### config.mk
export PLATFORM = sky130hd
export DESIGN_NAME = control_sequencer_flat
export DESIGN_NICKNAME = d
export VERILOG_FILES = /design/src/rtl/control_sequencer_if.sv /design/src/rtl/control_sequencer.sv /design/src/flat_wrapper.sv
export SDC_FILE = /design/constraint.sdc
export NUM_CORES = 1
export LEC_CHECK = 0
export BUFFER_PORTS_ARGS = -buffer_cell sky130_fd_sc_hd__buf_2
export CORE_MARGIN = 1.5
export CORE_UTILIZATION = 48
export DETAILED_ROUTE_END_ITERATION = 10
export PLACE_DENSITY = 0.87
export SYNTH_ARGS = -nofsm -noshare
export SYNTH_HDL_FRONTEND = slang
export SYNTH_SLANG_ARGS = --single-unit
### constraint.sdc
create_clock -name Clock -period 4 [get_ports Clock]
set_input_delay 0.4 -clock Clock [delete_from_list [all_inputs] [get_ports Clock]]
set_output_delay 0.4 -clock Clock [all_outputs]
set_load 0.01 [all_outputs]
### src/rtl/control_sequencer_if.sv
// Strobe and instruction bundle between the control sequencer (master) and
// the datapath (slave).
interface control_sequencer_if;
  logic        Stop;
  logic [31:0] IR;

  logic PCout, ZLowout, ZHighout, MDRout, MARin, Zin;
  logic PCin, MDRin, IRin, Yin, IncPC, Read;
  logic GRA, GRB, GRC, Rin, Rout, BAout, Cout, HIin, LOin;
  logic [4:0] operation;
  logic Run;

  modport master (
    input  Stop, IR,
    output PCout, ZLowout, ZHighout, MDRout, MARin, Zin,
           PCin, MDRin, IRin, Yin, IncPC, Read,
           GRA, GRB, GRC, Rin, Rout, BAout, Cout, HIin, LOin,
           operation, Run
  );

  modport slave (
    output Stop, IR,
    input  PCout, ZLowout, ZHighout, MDRout, MARin, Zin,
           PCin, MDRin, IRin, Yin, IncPC, Read,
           GRA, GRB, GRC, Rin, Rout, BAout, Cout, HIin, LOin,
           operation, Run
  );
endinterface

### src/rtl/control_sequencer.sv
// Moore control sequencer: fetch (T0-T2), per-opcode execute (T3-T6), HALT.
// Define MULDIV_EN to sequence mul/div; otherwise they decode as undefined.
module control_sequencer (
  input logic                 Clock,
  input logic                 Reset,
  control_sequencer_if.master bus
);

  typedef enum logic [3:0] {
    S_RST, S_T0, S_T1, S_T2, S_T3, S_T4, S_T5, S_T6, S_HALT
  } state_t;

  typedef enum logic [2:0] {
    C_NONE, C_ALU, C_IMM, C_UNARY, C_MULDIV, C_HALT
  } op_class_t;

  typedef struct packed {
    logic PCout, ZLowout, ZHighout, MDRout, MARin, Zin;
    logic PCin, MDRin, IRin, Yin, IncPC, Read;
    logic GRA, GRB, GRC, Rin, Rout, BAout, Cout, HIin, LOin;
    logic [4:0] operation;
    logic Run;
  } ctrl_t;

  localparam logic [4:0] OP_ADD  = 5'b00011;
  localparam logic [4:0] OP_AND  = 5'b00101;
  localparam logic [4:0] OP_OR   = 5'b00110;
  localparam logic [4:0] OP_ROL  = 5'b01010;
  localparam logic [4:0] OP_ADDI = 5'b01100;
  localparam logic [4:0] OP_ANDI = 5'b01101;
  localparam logic [4:0] OP_ORI  = 5'b01110;
  localparam logic [4:0] OP_MUL  = 5'b01111;
  localparam logic [4:0] OP_DIV  = 5'b10000;
  localparam logic [4:0] OP_NEG  = 5'b10001;
  localparam logic [4:0] OP_NOT  = 5'b10010;
  localparam logic [4:0] OP_HALT = 5'b11011;

  function automatic op_class_t classify(input logic [4:0] op);
    op_class_t k;
    k = C_NONE;
    if (op >= OP_ADD && op <= OP_ROL) k = C_ALU;
    else begin
      case (op)
        OP_ADDI, OP_ANDI, OP_ORI: k = C_IMM;
        OP_NEG, OP_NOT:           k = C_UNARY;
        OP_HALT:                  k = C_HALT;
`ifdef MULDIV_EN
        OP_MUL, OP_DIV:           k = C_MULDIV;
`else
        OP_MUL, OP_DIV:           k = C_NONE;
`endif
        default:                  k = C_NONE;
      endcase
    end
    return k;
  endfunction

  function automatic logic [4:0] imm_alu_op(input logic [4:0] op);
    case (op)
      OP_ANDI: return OP_AND;
      OP_ORI:  return OP_OR;
      default: return OP_ADD;
    endcase
  endfunction

  // Strobes for a state; at most one bus driver (PCout/ZLowout/ZHighout/
  // MDRout/Rout/Cout) is ever set per state.
  function automatic ctrl_t decode_ctrl(input state_t s, input logic [4:0] op);
    ctrl_t     c;
    op_class_t k;
    c = '0;
    k = classify(op);
    c.Run = (s != S_RST) && (s != S_HALT);
    case (s)
      S_T0: begin c.PCout = 1'b1; c.MARin = 1'b1; c.IncPC = 1'b1; c.Zin = 1'b1; end
      S_T1: begin c.ZLowout = 1'b1; c.PCin = 1'b1; c.Read = 1'b1; c.MDRin = 1'b1; end
      S_T2: begin c.MDRout = 1'b1; c.IRin = 1'b1; end
      S_T3: begin
        case (k)
          C_ALU, C_IMM: begin c.GRB = 1'b1; c.Rout = 1'b1; c.Yin = 1'b1; end
          C_UNARY:      begin c.GRB = 1'b1; c.Rout = 1'b1; c.Zin = 1'b1; c.operation = op; end
          C_MULDIV:     begin c.GRA = 1'b1; c.Rout = 1'b1; c.Yin = 1'b1; end
          default:      ;
        endcase
      end
      S_T4: begin
        case (k)
          C_ALU:    begin c.GRC = 1'b1; c.Rout = 1'b1; c.Zin = 1'b1; c.operation = op; end
          C_IMM:    begin c.Cout = 1'b1; c.Zin = 1'b1; c.operation = imm_alu_op(op); end
          C_UNARY:  begin c.ZLowout = 1'b1; c.GRA = 1'b1; c.Rin = 1'b1; end
          C_MULDIV: begin c.GRB = 1'b1; c.Rout = 1'b1; c.Zin = 1'b1; c.operation = op; end
          default:  ;
        endcase
      end
      S_T5: begin
        case (k)
          C_ALU, C_IMM: begin c.ZLowout = 1'b1; c.GRA = 1'b1; c.Rin = 1'b1; end
          C_MULDIV:     begin c.ZLowout = 1'b1; c.LOin = 1'b1; end
          default:      ;
        endcase
      end
      S_T6: if (k == C_MULDIV) begin c.ZHighout = 1'b1; c.HIin = 1'b1; end
      default: ;
    endcase
    return c;
  endfunction

  logic [4:0] opcode;
  logic       unused_ir;
  assign opcode    = bus.IR[31:27];
  assign unused_ir = ^bus.IR[26:0];

  state_t    state, state_nxt;
  ctrl_t     ctrl, ctrl_nxt;
  op_class_t op_class;
  logic      final_step;

  // NOTE: every always_comb output gets a default first so no path leaves it
  // unassigned -- otherwise synthesis infers a latch.
  always_comb begin
    op_class   = classify(opcode);
    state_nxt  = state;
    final_step = 1'b0;
    case (state)
      S_RST:  state_nxt = S_T0;
      S_T0:   state_nxt = S_T1;
      S_T1:   state_nxt = S_T2;
      S_T2: begin
        case (op_class)
          C_HALT:  state_nxt = S_HALT;
          C_NONE:  final_step = 1'b1;
          default: state_nxt = S_T3;
        endcase
      end
      S_T3:   state_nxt = S_T4;
      S_T4:   if (op_class == C_UNARY) final_step = 1'b1; else state_nxt = S_T5;
      S_T5:   if (op_class == C_MULDIV) state_nxt = S_T6; else final_step = 1'b1;
      S_T6:   final_step = 1'b1;
      S_HALT: state_nxt = S_HALT;
      default: state_nxt = S_RST;
    endcase
    // Stop only redirects the step after an instruction's last execute state.
    if (final_step) state_nxt = bus.Stop ? S_HALT : S_T0;
    ctrl_nxt = decode_ctrl(state_nxt, opcode);
  end

  // NOTE: sequential state uses non-blocking assignments so every register
  // samples pre-edge values; outputs are registered alongside the state so
  // they are glitch-free and clear asynchronously with it.
  always_ff @(posedge Clock or posedge Reset) begin
    if (Reset) begin
      state <= S_RST;
      ctrl  <= '0;
    end else begin
      state <= state_nxt;
      ctrl  <= ctrl_nxt;
    end
  end

  assign bus.PCout     = ctrl.PCout;
  assign bus.ZLowout   = ctrl.ZLowout;
  assign bus.ZHighout  = ctrl.ZHighout;
  assign bus.MDRout    = ctrl.MDRout;
  assign bus.MARin     = ctrl.MARin;
  assign bus.Zin       = ctrl.Zin;
  assign bus.PCin      = ctrl.PCin;
  assign bus.MDRin     = ctrl.MDRin;
  assign bus.IRin      = ctrl.IRin;
  assign bus.Yin       = ctrl.Yin;
  assign bus.IncPC     = ctrl.IncPC;
  assign bus.Read      = ctrl.Read;
  assign bus.GRA       = ctrl.GRA;
  assign bus.GRB       = ctrl.GRB;
  assign bus.GRC       = ctrl.GRC;
  assign bus.Rin       = ctrl.Rin;
  assign bus.Rout      = ctrl.Rout;
  assign bus.BAout     = ctrl.BAout;
  assign bus.Cout      = ctrl.Cout;
  assign bus.HIin      = ctrl.HIin;
  assign bus.LOin      = ctrl.LOin;
  assign bus.operation = ctrl.operation;
  assign bus.Run       = ctrl.Run;

endmodule

### src/flat_wrapper.sv
// flat-port wrapper written by rule: the top's interface ports become plain ports
module control_sequencer_flat 
  (Clock, Reset, bus_Stop, bus_IR, bus_PCout, bus_ZLowout, bus_ZHighout, bus_MDRout, bus_MARin, bus_Zin, bus_PCin, bus_MDRin, bus_IRin, bus_Yin, bus_IncPC, bus_Read, bus_GRA, bus_GRB, bus_GRC, bus_Rin, bus_Rout, bus_BAout, bus_Cout, bus_HIin, bus_LOin, bus_operation, bus_Run);
  control_sequencer_if bus_i ();
  input logic Clock;
  input logic Reset;
  input wire logic [$bits(bus_i.Stop)-1:0] bus_Stop;
  input wire logic [$bits(bus_i.IR)-1:0] bus_IR;
  output wire logic [$bits(bus_i.PCout)-1:0] bus_PCout;
  output wire logic [$bits(bus_i.ZLowout)-1:0] bus_ZLowout;
  output wire logic [$bits(bus_i.ZHighout)-1:0] bus_ZHighout;
  output wire logic [$bits(bus_i.MDRout)-1:0] bus_MDRout;
  output wire logic [$bits(bus_i.MARin)-1:0] bus_MARin;
  output wire logic [$bits(bus_i.Zin)-1:0] bus_Zin;
  output wire logic [$bits(bus_i.PCin)-1:0] bus_PCin;
  output wire logic [$bits(bus_i.MDRin)-1:0] bus_MDRin;
  output wire logic [$bits(bus_i.IRin)-1:0] bus_IRin;
  output wire logic [$bits(bus_i.Yin)-1:0] bus_Yin;
  output wire logic [$bits(bus_i.IncPC)-1:0] bus_IncPC;
  output wire logic [$bits(bus_i.Read)-1:0] bus_Read;
  output wire logic [$bits(bus_i.GRA)-1:0] bus_GRA;
  output wire logic [$bits(bus_i.GRB)-1:0] bus_GRB;
  output wire logic [$bits(bus_i.GRC)-1:0] bus_GRC;
  output wire logic [$bits(bus_i.Rin)-1:0] bus_Rin;
  output wire logic [$bits(bus_i.Rout)-1:0] bus_Rout;
  output wire logic [$bits(bus_i.BAout)-1:0] bus_BAout;
  output wire logic [$bits(bus_i.Cout)-1:0] bus_Cout;
  output wire logic [$bits(bus_i.HIin)-1:0] bus_HIin;
  output wire logic [$bits(bus_i.LOin)-1:0] bus_LOin;
  output wire logic [$bits(bus_i.operation)-1:0] bus_operation;
  output wire logic [$bits(bus_i.Run)-1:0] bus_Run;
  assign bus_i.Stop = bus_Stop;
  assign bus_i.IR = bus_IR;
  assign bus_PCout = bus_i.PCout;
  assign bus_ZLowout = bus_i.ZLowout;
  assign bus_ZHighout = bus_i.ZHighout;
  assign bus_MDRout = bus_i.MDRout;
  assign bus_MARin = bus_i.MARin;
  assign bus_Zin = bus_i.Zin;
  assign bus_PCin = bus_i.PCin;
  assign bus_MDRin = bus_i.MDRin;
  assign bus_IRin = bus_i.IRin;
  assign bus_Yin = bus_i.Yin;
  assign bus_IncPC = bus_i.IncPC;
  assign bus_Read = bus_i.Read;
  assign bus_GRA = bus_i.GRA;
  assign bus_GRB = bus_i.GRB;
  assign bus_GRC = bus_i.GRC;
  assign bus_Rin = bus_i.Rin;
  assign bus_Rout = bus_i.Rout;
  assign bus_BAout = bus_i.BAout;
  assign bus_Cout = bus_i.Cout;
  assign bus_HIin = bus_i.HIin;
  assign bus_LOin = bus_i.LOin;
  assign bus_operation = bus_i.operation;
  assign bus_Run = bus_i.Run;
  control_sequencer u_core (.Clock(Clock), .Reset(Reset), .bus(bus_i));
endmodule
; Word level (Yosys, flattened, before mapping)
; Memory sizes are Yosys's and may differ from the RTL's.
; Index checks and enable logic that the tools add are counted.
; W data, S select, Z words.
[op_classes]
magnitude_cmp = 2
eq_ne = 25
mux = 40
n_reduce_logical = 10
[ops]
columns = operator, count
row1 = $pmux W4 S9, 1
row2 = $eq A4 B3 Y1 const B, 8
row3 = $mux W1, 20
row4 = $pmux W5 S2, 2
row5 = $eq A4 B2 Y1 const B, 4
row6 = $mux W4, 4
row7 = $eq A5 B4 Y1 const B, 2
row8 = $eq A3 B2 Y1 const B, 3
row9 = $eq A3 B3 Y1 const B, 3
row10 = $pmux W1 S3, 3
row11 = $eq A4 B1 Y1 const B, 2
row12 = $pmux W4 S2, 1
row13 = $mux W3, 2
row14 = $pmux W1 S2, 3
row15 = $pmux W3 S2, 1
row16 = $reduce_or A3 Y1, 2
row17 = $ge A5 B2 Y1 const B, 1
row18 = $le A5 B4 Y1 const B, 1
row19 = $mux W5, 1
row20 = $eq A4 B4 Y1 const B, 1
row21 = $logic_not A4 Y1, 1
row22 = $ne A4 B4 Y1 const B, 1
row23 = $pmux W1 S4, 1
row24 = $reduce_bool A4 Y1, 1
row25 = 6 further kinds, 8
[totals]
reg_bits = 26
mem_bits_ro = 192
mem_count = 2
[mem_list]
columns = memory, depth, word_bits, rd, rd_clocked_by_memory_dff, wr, line_no
row1 = (no name shown), 32, 3, 1, 0, 0, control_sequencer.sv:43  ; case (op)
row2 = (no name shown), 32, 3, 1, 0, 0, control_sequencer.sv:43

; Depth between registers and ports, before layout
; Gate-level depths: netlist of the first run.
[logic_depth]
depth_word = 9
depth_mapped = 7

; Worst setup path before layout of the first run
; OpenSTA, ideal clock, no wires.
[synth_path]
kind = input to register
from = input bus_IR[27]
to = register u_core.ctrl (netlist bit u_core.bus.Run)
t_arrival_ns = 1.871
required_time_ns = 3.869
path_slack_ns = 1.998
path_stages = 7
n_path_buf = 0
path_cell_list = inv_1 > ha_1 > and3b_4 > o31a_4 > o2bb2ai_2 > a21o_1 > or3_1
[synth_lines]
columns = item, line_no
row1 = "start, declared", flat_wrapper.sv:8  ; input wire logic [$bits(bus_i.IR)-1:0] bus_IR;
row2 = "end signal, assigned", control_sequencer.sv:156  ; ctrl <= ctrl_nxt;
row3 = "end, declared", control_sequencer.sv:114  ; ctrl_t ctrl, ctrl_nxt;

==> impl_metrics.tcl, run 1 <==
set metrics [dict create \
    ff2ff_setup_slack_ps 2120 \
    die-height_um 52.9 \
    cp_max_fo 7 \
    fp.coreArea_um2 2280 \
    detailedRoute.firstIterationViolations 21 \
    unrepaired_setup_endpoints_after_global_routing "no" \
    netlist.area_leader.share_pct 50.2 \
    pin_count 62 \
    fin_worst_hold_slack_ps 234 \
    drt_pass1_iterations 4 \
    std_cell_rows 17 \
    most_used_dff_post_synth "sky130_fd_sc_hd__dfrtp_1" \
    clock_insertion_delay_worst_skew_ps 300 \
    arrival_ps 2230 \
    avgRoutedWirePerCell_um 12.3 \
    worstSetupStartpointType "primary input" \
    worst-endpoint-required_ps 4190 \
    cts_hold_buf 0 \
    syn-cell-area_um2 1200 \
    routed_wl_mm 2.02 \
    routed-via-count 878 \
    antenna_cells 0 \
    cts_buffers 3 \
    max-vdd-ir-drop_mv 0.465 \
    layout_worst_path_cycle_share_pct 51.0 \
    clkSinkCount 24 \
    post_synth_most_frequent_cells "sky130_fd_sc_hd__dfrtp_1, sky130_fd_sc_hd__inv_1, sky130_fd_sc_hd__nor2_1" \
    postSynthAreaPerCell_um2 10.9 \
    route.antenna.remaining_nets 0 \
    timing.max_slew.rel_slack_pct 45.7 \
    grt_start_max_net_pins 25 \
    final_hold_viol_count 0 \
    post-place-ws_ps 1660 \
    yosys.cell_types.count 37 \
    async_flop_share_pct 100 \
    grt_first_pass_wirelength_mm 3.15 \
    most_frequent_cell_after_synthesis "sky130_fd_sc_hd__dfrtp_1" \
    detail_route.vias_per_cell 5.35 \
    filler_cell_count 193 \
    area_added_between_synthesis_and_finish_pct 12.6 \
    clk_root_buffer_cell "sky130_fd_sc_hd__clkbuf_4" \
    final-max-slew-violation-count 0 \
    critPathKind "primary input to flop" \
    setup-violations-final 0 \
    final_layout_size_suffix_gt1_share_pct 33.8 \
    globalplace.congestion 0.741 \
    p_leak_nw 0.720 \
    cts_tree "done" \
    worst_setup_path_end_kind "flop" \
    design_area_um2 1350 \
    grt_pass1_vias 768 \
    number_of_antenna_violations_at_the_first_check_in_global_routing 0 \
    yosys_warnings 0 \
    htree_num_levels 1 \
    drv_cap 0 \
    numPortBuffers 33 \
    die_w_um 52.9 \
    final.min_clock_period_ps 2040 \
    fin_setup_tns_ps 0 \
    dpl_cell_area_um2 1330 \
    sum_of_overflow_across_all_layers_after_global_routing 0 \
    sequential_element_share_of_the_synthesized_area_pct 50.2 \
    register_area_um2 601 \
    nNetsFinal 177 \
    power-per-cell-area_nw_per_um2 557 \
    cts.path.max_buffers 2 \
    post-dp-hpwl_mm 1.49 \
    max_frequency_mhz 490 \
    worst_slew_pin_slew_ps 814 \
    multi_input_area_um2 495 \
    cts_resized 0 \
    smallest_setup_slack_after_layout_ps 1960 \
    clkSlewWorstSetupHoldPaths_ps 120 \
    fin_worst_skew_ps 2.94 \
    cts.repair_timing.setup_buffer_count 0 \
    worst_hold_class "primary input to asynchronous set/reset pin" \
    floorplan.die_area_um2 2800 \
    initial_utilization_pct 52.6 \
    postSynthCellCount 110 \
    post-synth-top-area-cell "sky130_fd_sc_hd__dfrtp_1" \
    drt_drc_violations_left 0 \
    synth-edff-count 0 \
    grt_use_total_pct 15.5 \
    synth_seq_cells 24 \
    run_status "finished, final reports clean" \
    yosys-top-cells-area "sky130_fd_sc_hd__dfrtp_1, sky130_fd_sc_hd__buf_4, sky130_fd_sc_hd__ha_1" \
]
per-layer routing:
| metal | GRT usage [%] | wire, um | vias to the layer above | part of all wire [%] |
|---|---|---|---|---|
| li1 | - | - | 432 | - |
| met1 | 18.6 | 852 | 420 | 42 |
| met2 | 26.7 | 1030 | 24 | 51 |
| met3 | 3.39 | 121 | 2 | 6.0 |
| met4 | 6.41 | 16 | 0 | 0.79 |
| met5 | 0 | 0 | - | 0 |
metrics by stage:
stage          instances  util [%]  power, mW
2_1_floorplan        112         -      0.595
3_3_place_gp         161      58.3      0.641
3_5_place_dp         161      58.3      0.656
4_1_cts              164      59.3      0.755
5_1_grt              164      59.3      0.808
6_report             164      59.3      0.751
cell type report:
cell class              count  share of cell area (%)
multi-input cells          68                    36.7
clock buffers               3                    1.67
flip-flops and latches     24                    44.5
inverters                   8                    2.23
well taps                  28                    2.60
repair buffers             33                    12.2
worst max-delay path: stages:
cell and delay, ps:
sky130_fd_sc_hd__buf_2 150, sky130_fd_sc_hd__inv_1 60, sky130_fd_sc_hd__ha_1 330, sky130_fd_sc_hd__nor4b_4 430
sky130_fd_sc_hd__nor3b_1 120, sky130_fd_sc_hd__o2bb2ai_2 170, sky130_fd_sc_hd__a21o_1 200, sky130_fd_sc_hd__or3_1 360
flip-flops by register name, summed over array words and instances, names as in the netlist:
register              flops
u_core.bus.LOin           1
u_core.bus.GRA            1
u_core.bus.MDRin          1
u_core.bus.GRC            1
u_core.bus.Yin            1
u_core.bus.HIin           1
u_core.bus.Rout           1
u_core.bus.ZLowout        1
u_core.bus.IncPC          1
u_core.bus.Run            1
u_core.state              4
u_core.bus.IRin           1
u_core.bus.Rin            1
u_core.bus.Cout           1
u_core.bus.GRB            1
u_core.bus.operation      5
u_core.bus.Zin            1
power breakdown:
part | total [mW] | switching [mW] | internal (mW)
clock network | 0.0984 | 0.0632 | 0.0351
registers | 0.373 | 0.0730 | 0.300
logic | 0.280 | 0.151 | 0.129
final timing paths:
kind	from	cells after the start	endpoint
worst max-delay path	bus_IR[27]	8	u_core.bus.Run
worst min-delay path	Reset	2	u_core.bus.Rin
worst max register to register	u_core.state[0]	5	u_core.bus.Run
worst min register to register	u_core.state[3]	1	u_core.state[2]
max in group asynchronous	Reset	2	u_core.state[3]
min in group Clock	bus_Stop	3	u_core.state[3]
cells by family after synthesis:
| kind of cell | synth area share, % |
|---|---|
| and+or+nand+nor | 21.3 |
| DFF | 50.2 |
| AOI/OAI and AO/OA | 14.9 |
| buffers and inverters | 9.09 |
| adders and majority gates | 4.18 |
| other | 0.313 |
cell usage in the layout (no fill, tap or decap), drive strengths merged, types with 2 or more instances in the layout:
cell     count
a2111oi      4
a21o         2
a21oi        7
buf         33
clkbuf       3
conb         3
dfrtp       24
ha           4
inv          8
nand2        7
nand2b       3
nand4bb      2
nor2         8
nor3         5
nor3b        3
nor4b        2
o21ai        2
o2bb2ai      3
No activity file was read; power rests on OpenSTA's default activity.
==> inputs of run 2 (changes only) <==
--- a/config.mk
+++ b/config.mk
@@ -5,11 +5,12 @@
 export SDC_FILE = /design/constraint.sdc
 export NUM_CORES = 1
 export LEC_CHECK = 0
+export ABC_AREA = 1
 export BUFFER_PORTS_ARGS = -buffer_cell sky130_fd_sc_hd__buf_2
 export CORE_MARGIN = 1.5
-export CORE_UTILIZATION = 48
+export CORE_UTILIZATION = 40
 export DETAILED_ROUTE_END_ITERATION = 10
-export PLACE_DENSITY = 0.87
+export PLACE_DENSITY = 0.78
 export SYNTH_ARGS = -nofsm -noshare
 export SYNTH_HDL_FRONTEND = slang
 export SYNTH_SLANG_ARGS = --single-unit
==> constraint.sdc (replaced) <==
create_clock -name Clock -period 1.7 [get_ports Clock]
set_input_delay 0.17 -clock Clock [delete_from_list [all_inputs] [get_ports Clock]]
set_output_delay 0.17 -clock Clock [all_outputs]
set_load 0.01 [all_outputs]
==> impl_metrics.tcl, run 2 <==
set metrics [dict create \
    synth-edff-count 0 \
    post_synth_most_frequent_cells "sky130_fd_sc_hd__nand2_1, sky130_fd_sc_hd__dfrtp_1, sky130_fd_sc_hd__inv_1, sky130_fd_sc_hd__nor2_1, sky130_fd_sc_hd__buf_4" \
    p_leak_nw 0.870 \
    std_cell_rows 19 \
    grt_pass1_vias 835 \
    die-height_um 58.1 \
    netlist.area_leader.share_pct 49.5 \
    fin_setup_tns_ps 0 \
    route.antenna.remaining_nets 0 \
    max_frequency_mhz 632 \
    cts_buffers 3 \
    syn-cell-area_um2 1210 \
    yosys_warnings 0 \
    postSynthAreaPerCell_um2 8.61 \
    layout_commonest_cell "sky130_fd_sc_hd__buf_2" \
    nNetsFinal 221 \
    routed-via-count 994 \
    hold_depth 3 \
    yosys-top-cells-area "sky130_fd_sc_hd__dfrtp_1, sky130_fd_sc_hd__nand2_1, sky130_fd_sc_hd__inv_1" \
    regToRegStartpoint "u_core.state[2]" \
    pin_count 62 \
    area_added_between_synthesis_and_finish_pct 22.1 \
    drv_cap 0 \
    detail_route.vias_per_cell 4.69 \
    post-dp-hpwl_mm 1.63 \
    post-place-ws_ps 35.2 \
    layout_worst_path_cycle_share_pct 93.0 \
    yosys.cell_types.count 23 \
    worstHoldEndpoint "u_core.state[3]" \
    final_hold_viol_count 0 \
    power-per-cell-area_nw_per_um2 1380 \
    violations "design-rule violations" \
    worst_setup_path_end_kind "flop" \
    post-layout-total-power_mw 2.04 \
    drt_drc_violations_left 4 \
    numPortBuffers 33 \
    clkSlewWorstSetupHoldPaths_ps 120 \
    synth_seq_cells 24 \
    cp_max_fo 4 \
    postSynthCellCount 141 \
    clkSinkCount 24 \
    floorplan.die_area_um2 3370 \
    grt_first_pass_wirelength_mm 3.44 \
    smallest_setup_slack_after_layout_ps 119 \
    final_layout_size_suffix_gt1_share_pct 35.9 \
    sum_of_overflow_across_all_layers_after_global_routing 0 \
    clock_insertion_delay_worst_skew_ps 300 \
    run_status "finished with violations" \
    sequential_element_share_of_the_synthesized_area_pct 49.5 \
    async_flop_share_pct 100 \
    arrival_ps 1780 \
    worstSetupStartpointType "flop" \
    finish.utilization_pct 52.4 \
    final_cell_mix "sky130_fd_sc_hd__buf_2, sky130_fd_sc_hd__nand2_1, sky130_fd_sc_hd__dfrtp_1, sky130_fd_sc_hd__inv_1, sky130_fd_sc_hd__nor2_1" \
    grt_use_total_pct 13.3 \
    fp.coreArea_um2 2830 \
    clk_root_buffer_cell "sky130_fd_sc_hd__clkbuf_4" \
    die_w_um 58.1 \
    end_of_the_worst_register_to_register_path "u_core.bus.Zin" \
    cts_tree "done" \
    most_frequent_cell_after_synthesis "sky130_fd_sc_hd__nand2_1" \
    critPathKind "flop to flop" \
    detailedRoute.firstIterationViolations 35 \
    htree_num_levels 1 \
    grt_start_max_net_pins 25 \
    setup-violations-final 0 \
    final-max-slew-violation-count 0 \
    antenna_cells 0 \
    most_used_dff_post_synth "sky130_fd_sc_hd__dfrtp_1" \
    dpl_cell_area_um2 1420 \
    flip_flop_count_of_the_largest_register_all_copies_and_words_added 5 \
    number_of_antenna_violations_at_the_first_check_in_global_routing 0 \
    ff2ff_setup_slack_ps 120 \
    worst-endpoint-required_ps 1900 \
    routed_wl_mm 2.11 \
    post-synth-top-area-cell "sky130_fd_sc_hd__dfrtp_1" \
    max-vdd-ir-drop_mv 0.547 \
    globalplace.congestion 0.855 \
    r2r_cells 10 \
    design_area_um2 1480 \
    holdCritStartpoint "bus_Stop" \
    avgRoutedWirePerCell_um 9.97 \
    fin_worst_skew_ps 1.84 \
    final.min_clock_period_ps 1580 \
    worst_hold_class "primary input to flop" \
    initial_utilization_pct 42.9 \
    cts.path.max_buffers 2 \
    drt_pass1_iterations 8 \
]
==> run 2: changes by cell type in the layout (fill, tap and decap cells not counted), moves of 6 or more <==
| cell | delta |
|---|---|
| sky130_fd_sc_hd__buf_4 | +7 |
| sky130_fd_sc_hd__nand2_1 | +20 |
| sky130_fd_sc_hd__inv_1 | +9 |
| sky130_fd_sc_hd__inv_2 | +6 |
| sky130_fd_sc_hd__nor2_1 | +6 |
==> run 2: kinds of logic (layout without fill, tap and decap cells) <==
kind of cell | after synthesis | count (layout) | synth area share (%)
compound gates | 17 | 17 | 8.25
fa+ha+maj | 4 | 4 | 4.12
buf+inv | 30 | 68 | 11.4
flops | 24 | 24 | 49.5
other cells | 1 | 3 | 0.309
simple gates | 65 | 65 | 26.4
==> run 2: area by class of cell <==
class	count	area, um^2
clock buffers	4	36.3
fillers	275	1350
inverters	23	86.3
multi-input cells	89	492
flip-flops and latches	24	601
well taps	31	38.8
repair buffers	41	228
==> run 2: worst max-delay path: stages (launching register included) <==
cell,delay [ps]
sky130_fd_sc_hd__dfrtp_1,430
sky130_fd_sc_hd__inv_2,90
sky130_fd_sc_hd__nand2_4,70
sky130_fd_sc_hd__nor3_4,210
sky130_fd_sc_hd__nand4_1,180
sky130_fd_sc_hd__nand2_1,110
sky130_fd_sc_hd__nor2_1,50
sky130_fd_sc_hd__nor2_2,130
sky130_fd_sc_hd__nor2_1,70
sky130_fd_sc_hd__nand2_1,80
sky130_fd_sc_hd__nand2_1,50
==> run 2: worst max path at each step <==
stage                          startpoint             end  cells past startpoint
after floorplan           u_core.state[2]  u_core.bus.Zin                     10
after global placement         bus_IR[27]  u_core.bus.Zin                     14
after detailed placement       bus_IR[27]  u_core.bus.Zin                     14
after CTS                 u_core.state[2]  u_core.bus.Zin                     10
after global routing      u_core.state[2]  u_core.bus.Zin                     10
final                     u_core.state[2]  u_core.bus.Zin                     10
==> run 2: routing by layer <==
layer	up-vias	routed length, um	global-route usage, %
met5	-	0	0
met4	0	27	5.98
met3	2	134	2.46
met2	36	962	19.0
met1	447	989	19.5
li1	509	-	-
==> run 2: what timing repair did <==
item	4_1_cts	5_1_grt
endpoints found under the setup margin	0	1
setup buffers	0	1
hold buffers	1	0
gates resized for setup	0	4
hold endpoints to repair	24	0
==> run 2: where the power goes <==
part           total, mW  switching (mW)  internal [mW]
clock network      0.281           0.150          0.130
logic              0.980           0.595          0.385
registers          0.779          0.0745          0.705
==> run 2: per-stage QoR <==
step	hold WS [ps]	instances
after global placement	219	206
final	132	212
after floorplan	185	143
after CTS	126	211
after global routing	112	212
after detailed placement	218	206
==> inputs of run 3 (changes only) <==
--- a/config.mk
+++ b/config.mk
@@ -11,6 +11,7 @@
 export CORE_UTILIZATION = 40
 export DETAILED_ROUTE_END_ITERATION = 10
 export PLACE_DENSITY = 0.78
+export RECOVER_POWER = 25
 export SYNTH_ARGS = -nofsm -noshare
 export SYNTH_HDL_FRONTEND = slang
 export SYNTH_SLANG_ARGS = --single-unit
==> impl_metrics.tcl, run 3 (synthesized netlist as in run 2, its figures left out) <==
set metrics [dict create \
    worstSetupStartpointType "flop" \
    fin_worst_hold_slack_ps 132 \
    grt_pass1_vias 835 \
    clock_insertion_delay_worst_skew_ps 300 \
    critPathKind "flop to flop" \
    routed_wl_mm 2.11 \
    route.antenna.remaining_nets 0 \
    layout_worst_path_cycle_share_pct 93.0 \
    cts_buffers 3 \
    arrival_ps 1780 \
    grt_use_total_pct 13.3 \
    initial_utilization_pct 42.9 \
    grt_first_pass_wirelength_mm 3.44 \
    htree_num_levels 1 \
    fin_worst_skew_ps 1.84 \
    nNetsFinal 221 \
    detailedRoute.firstIterationViolations 35 \
    post-layout-total-power_mw 2.04 \
    cts_tree "done" \
    detailroute.wirelength.met2_um 962 \
    area_added_between_synthesis_and_finish_pct 21.9 \
    numPortBuffers 33 \
    regToRegStartpoint "u_core.state[2]" \
    globalplace.congestion 0.855 \
    sum_of_overflow_across_all_layers_after_global_routing 0 \
    drt_drc_violations_left 4 \
    setup-violations-final 0 \
    pin_count 62 \
    p_leak_nw 0.869 \
    final.min_clock_period_ps 1580 \
    violations "design-rule violations" \
    clk_root_buffer_cell "sky130_fd_sc_hd__clkbuf_4" \
    clkSlewWorstSetupHoldPaths_ps 120 \
    power-per-cell-area_nw_per_um2 1380 \
    die_w_um 58.1 \
    crit_path_start "u_core.state[2]" \
    drt_pass1_iterations 8 \
    grt_start_max_net_pins 25 \
    filler_cell_count 276 \
    layout_commonest_cell "sky130_fd_sc_hd__buf_2" \
    drv_cap 0 \
    floorplan.die_area_um2 3370 \
    flip_flop_count_of_the_largest_register_all_copies_and_words_added 5 \
    cp_max_fo 4 \
    detail_route.vias_per_cell 4.70 \
    met1_length_um 987 \
    post-dp-hpwl_mm 1.63 \
    antenna_cells 0 \
    max_frequency_mhz 632 \
    cts.path.max_buffers 2 \
    final-max-slew-violation-count 0 \
    final_hold_viol_count 0 \
    worst_slew_pin_slew_ps 538 \
    run_status "finished with violations" \
    routed-via-count 996 \
    number_of_antenna_violations_at_the_first_check_in_global_routing 0 \
    avgRoutedWirePerCell_um 9.96 \
    final_layout_size_suffix_gt1_share_pct 35.9 \
    holdCritStartpoint "bus_Stop" \
    timing.max_slew.rel_slack_pct 64.1 \
    std_cell_rows 19 \
    fp.coreArea_um2 2830 \
    die-height_um 58.1 \
    max-vdd-ir-drop_mv 0.544 \
    final_cell_mix "sky130_fd_sc_hd__buf_2, sky130_fd_sc_hd__nand2_1, sky130_fd_sc_hd__dfrtp_1, sky130_fd_sc_hd__inv_1, sky130_fd_sc_hd__nor2_1" \
    top_layer "met4" \
    worst_hold_class "primary input to flop" \
    worst_setup_path_end_kind "flop" \
    worst-endpoint-required_ps 1900 \
    clkSinkCount 24 \
    wl_met3_um 134 \
]
## run 3: changes by cell type in the layout (fill, tap and decap cells not counted)
cell                       previous run  this run
sky130_fd_sc_hd__buf_4                7         6
sky130_fd_sc_hd__clkbuf_2             0         1
## run 3: per-stage QoR
stage | utilization, % | area [um^2] | instances | setup WS, ps | TNS (ps)
final | 52.3 | 1480 | 212 | 119 | 0
after CTS | 51.7 | 1460 | 211 | 134 | 0
after detailed placement | 50.1 | 1420 | 206 | 35.2 | 0
after floorplan | - | 1220 | 143 | 295 | 0
after global routing | 52.3 | 1480 | 212 | -21.0 | -21.0
after global placement | 50.1 | 1420 | 206 | 42.1 | 0
## run 3: worst max-delay path: stages (launching register included)
cell and delay [ps]:
sky130_fd_sc_hd__dfrtp_1 430, sky130_fd_sc_hd__inv_2 90, sky130_fd_sc_hd__nand2_4 70, sky130_fd_sc_hd__nor3_4 210, sky130_fd_sc_hd__nand4_1 180, sky130_fd_sc_hd__nand2_1 110
sky130_fd_sc_hd__nor2_1 50, sky130_fd_sc_hd__nor2_2 130, sky130_fd_sc_hd__nor2_1 70, sky130_fd_sc_hd__nand2_1 80, sky130_fd_sc_hd__nand2_1 50
## run 3: timing repair
action                     CTS  global route
hold buffers                 1             0
hold endpoints to repair    24             0
gates resized for setup      0             4
setup buffers                0             1
setup endpoints to repair    0             1
## run 3: where the power goes
| group | leakage [nW] | internal, mW | switching (mW) |
|---|---|---|---|
| Clock | 0.0210 | 0.130 | 0.150 |
| Combinational | 0.533 | 0.384 | 0.595 |
| Sequential | 0.316 | 0.705 | 0.0745 |
## run 3: layout make-up
| class | count | area (um^2) | share of cell area (%) |
|---|---|---|---|
| Sequential cell | 24 | 601 | 40.6 |
| Multi-Input combinational cell | 89 | 492 | 33.2 |
| Timing Repair Buffer | 41 | 225 | 15.2 |
| Inverter | 23 | 86.3 | 5.84 |
| Tap cell | 31 | 38.8 | 2.62 |
| Clock buffer | 4 | 36.3 | 2.45 |
## run 3: final timing paths
path                                        end  slack [ps]  cells past startpoint
worst max-delay path             u_core.bus.Zin         120                     10
worst min-delay path            u_core.state[3]         130                      3
worst max register to register   u_core.bus.Zin         120                     10
worst min register to register  u_core.bus.IRin         600                      3
max in group asynchronous        u_core.bus.Yin         830                      4
min in group asynchronous       u_core.bus.Rout         520                      4
## run 3: per-layer routing
metal | vias up | global-route usage, %
li1 | 509 | -
met1 | 449 | 19.5
met2 | 36 | 19.0
met3 | 2 | 2.46
met4 | 0 | 5.98
met5 | - | 0
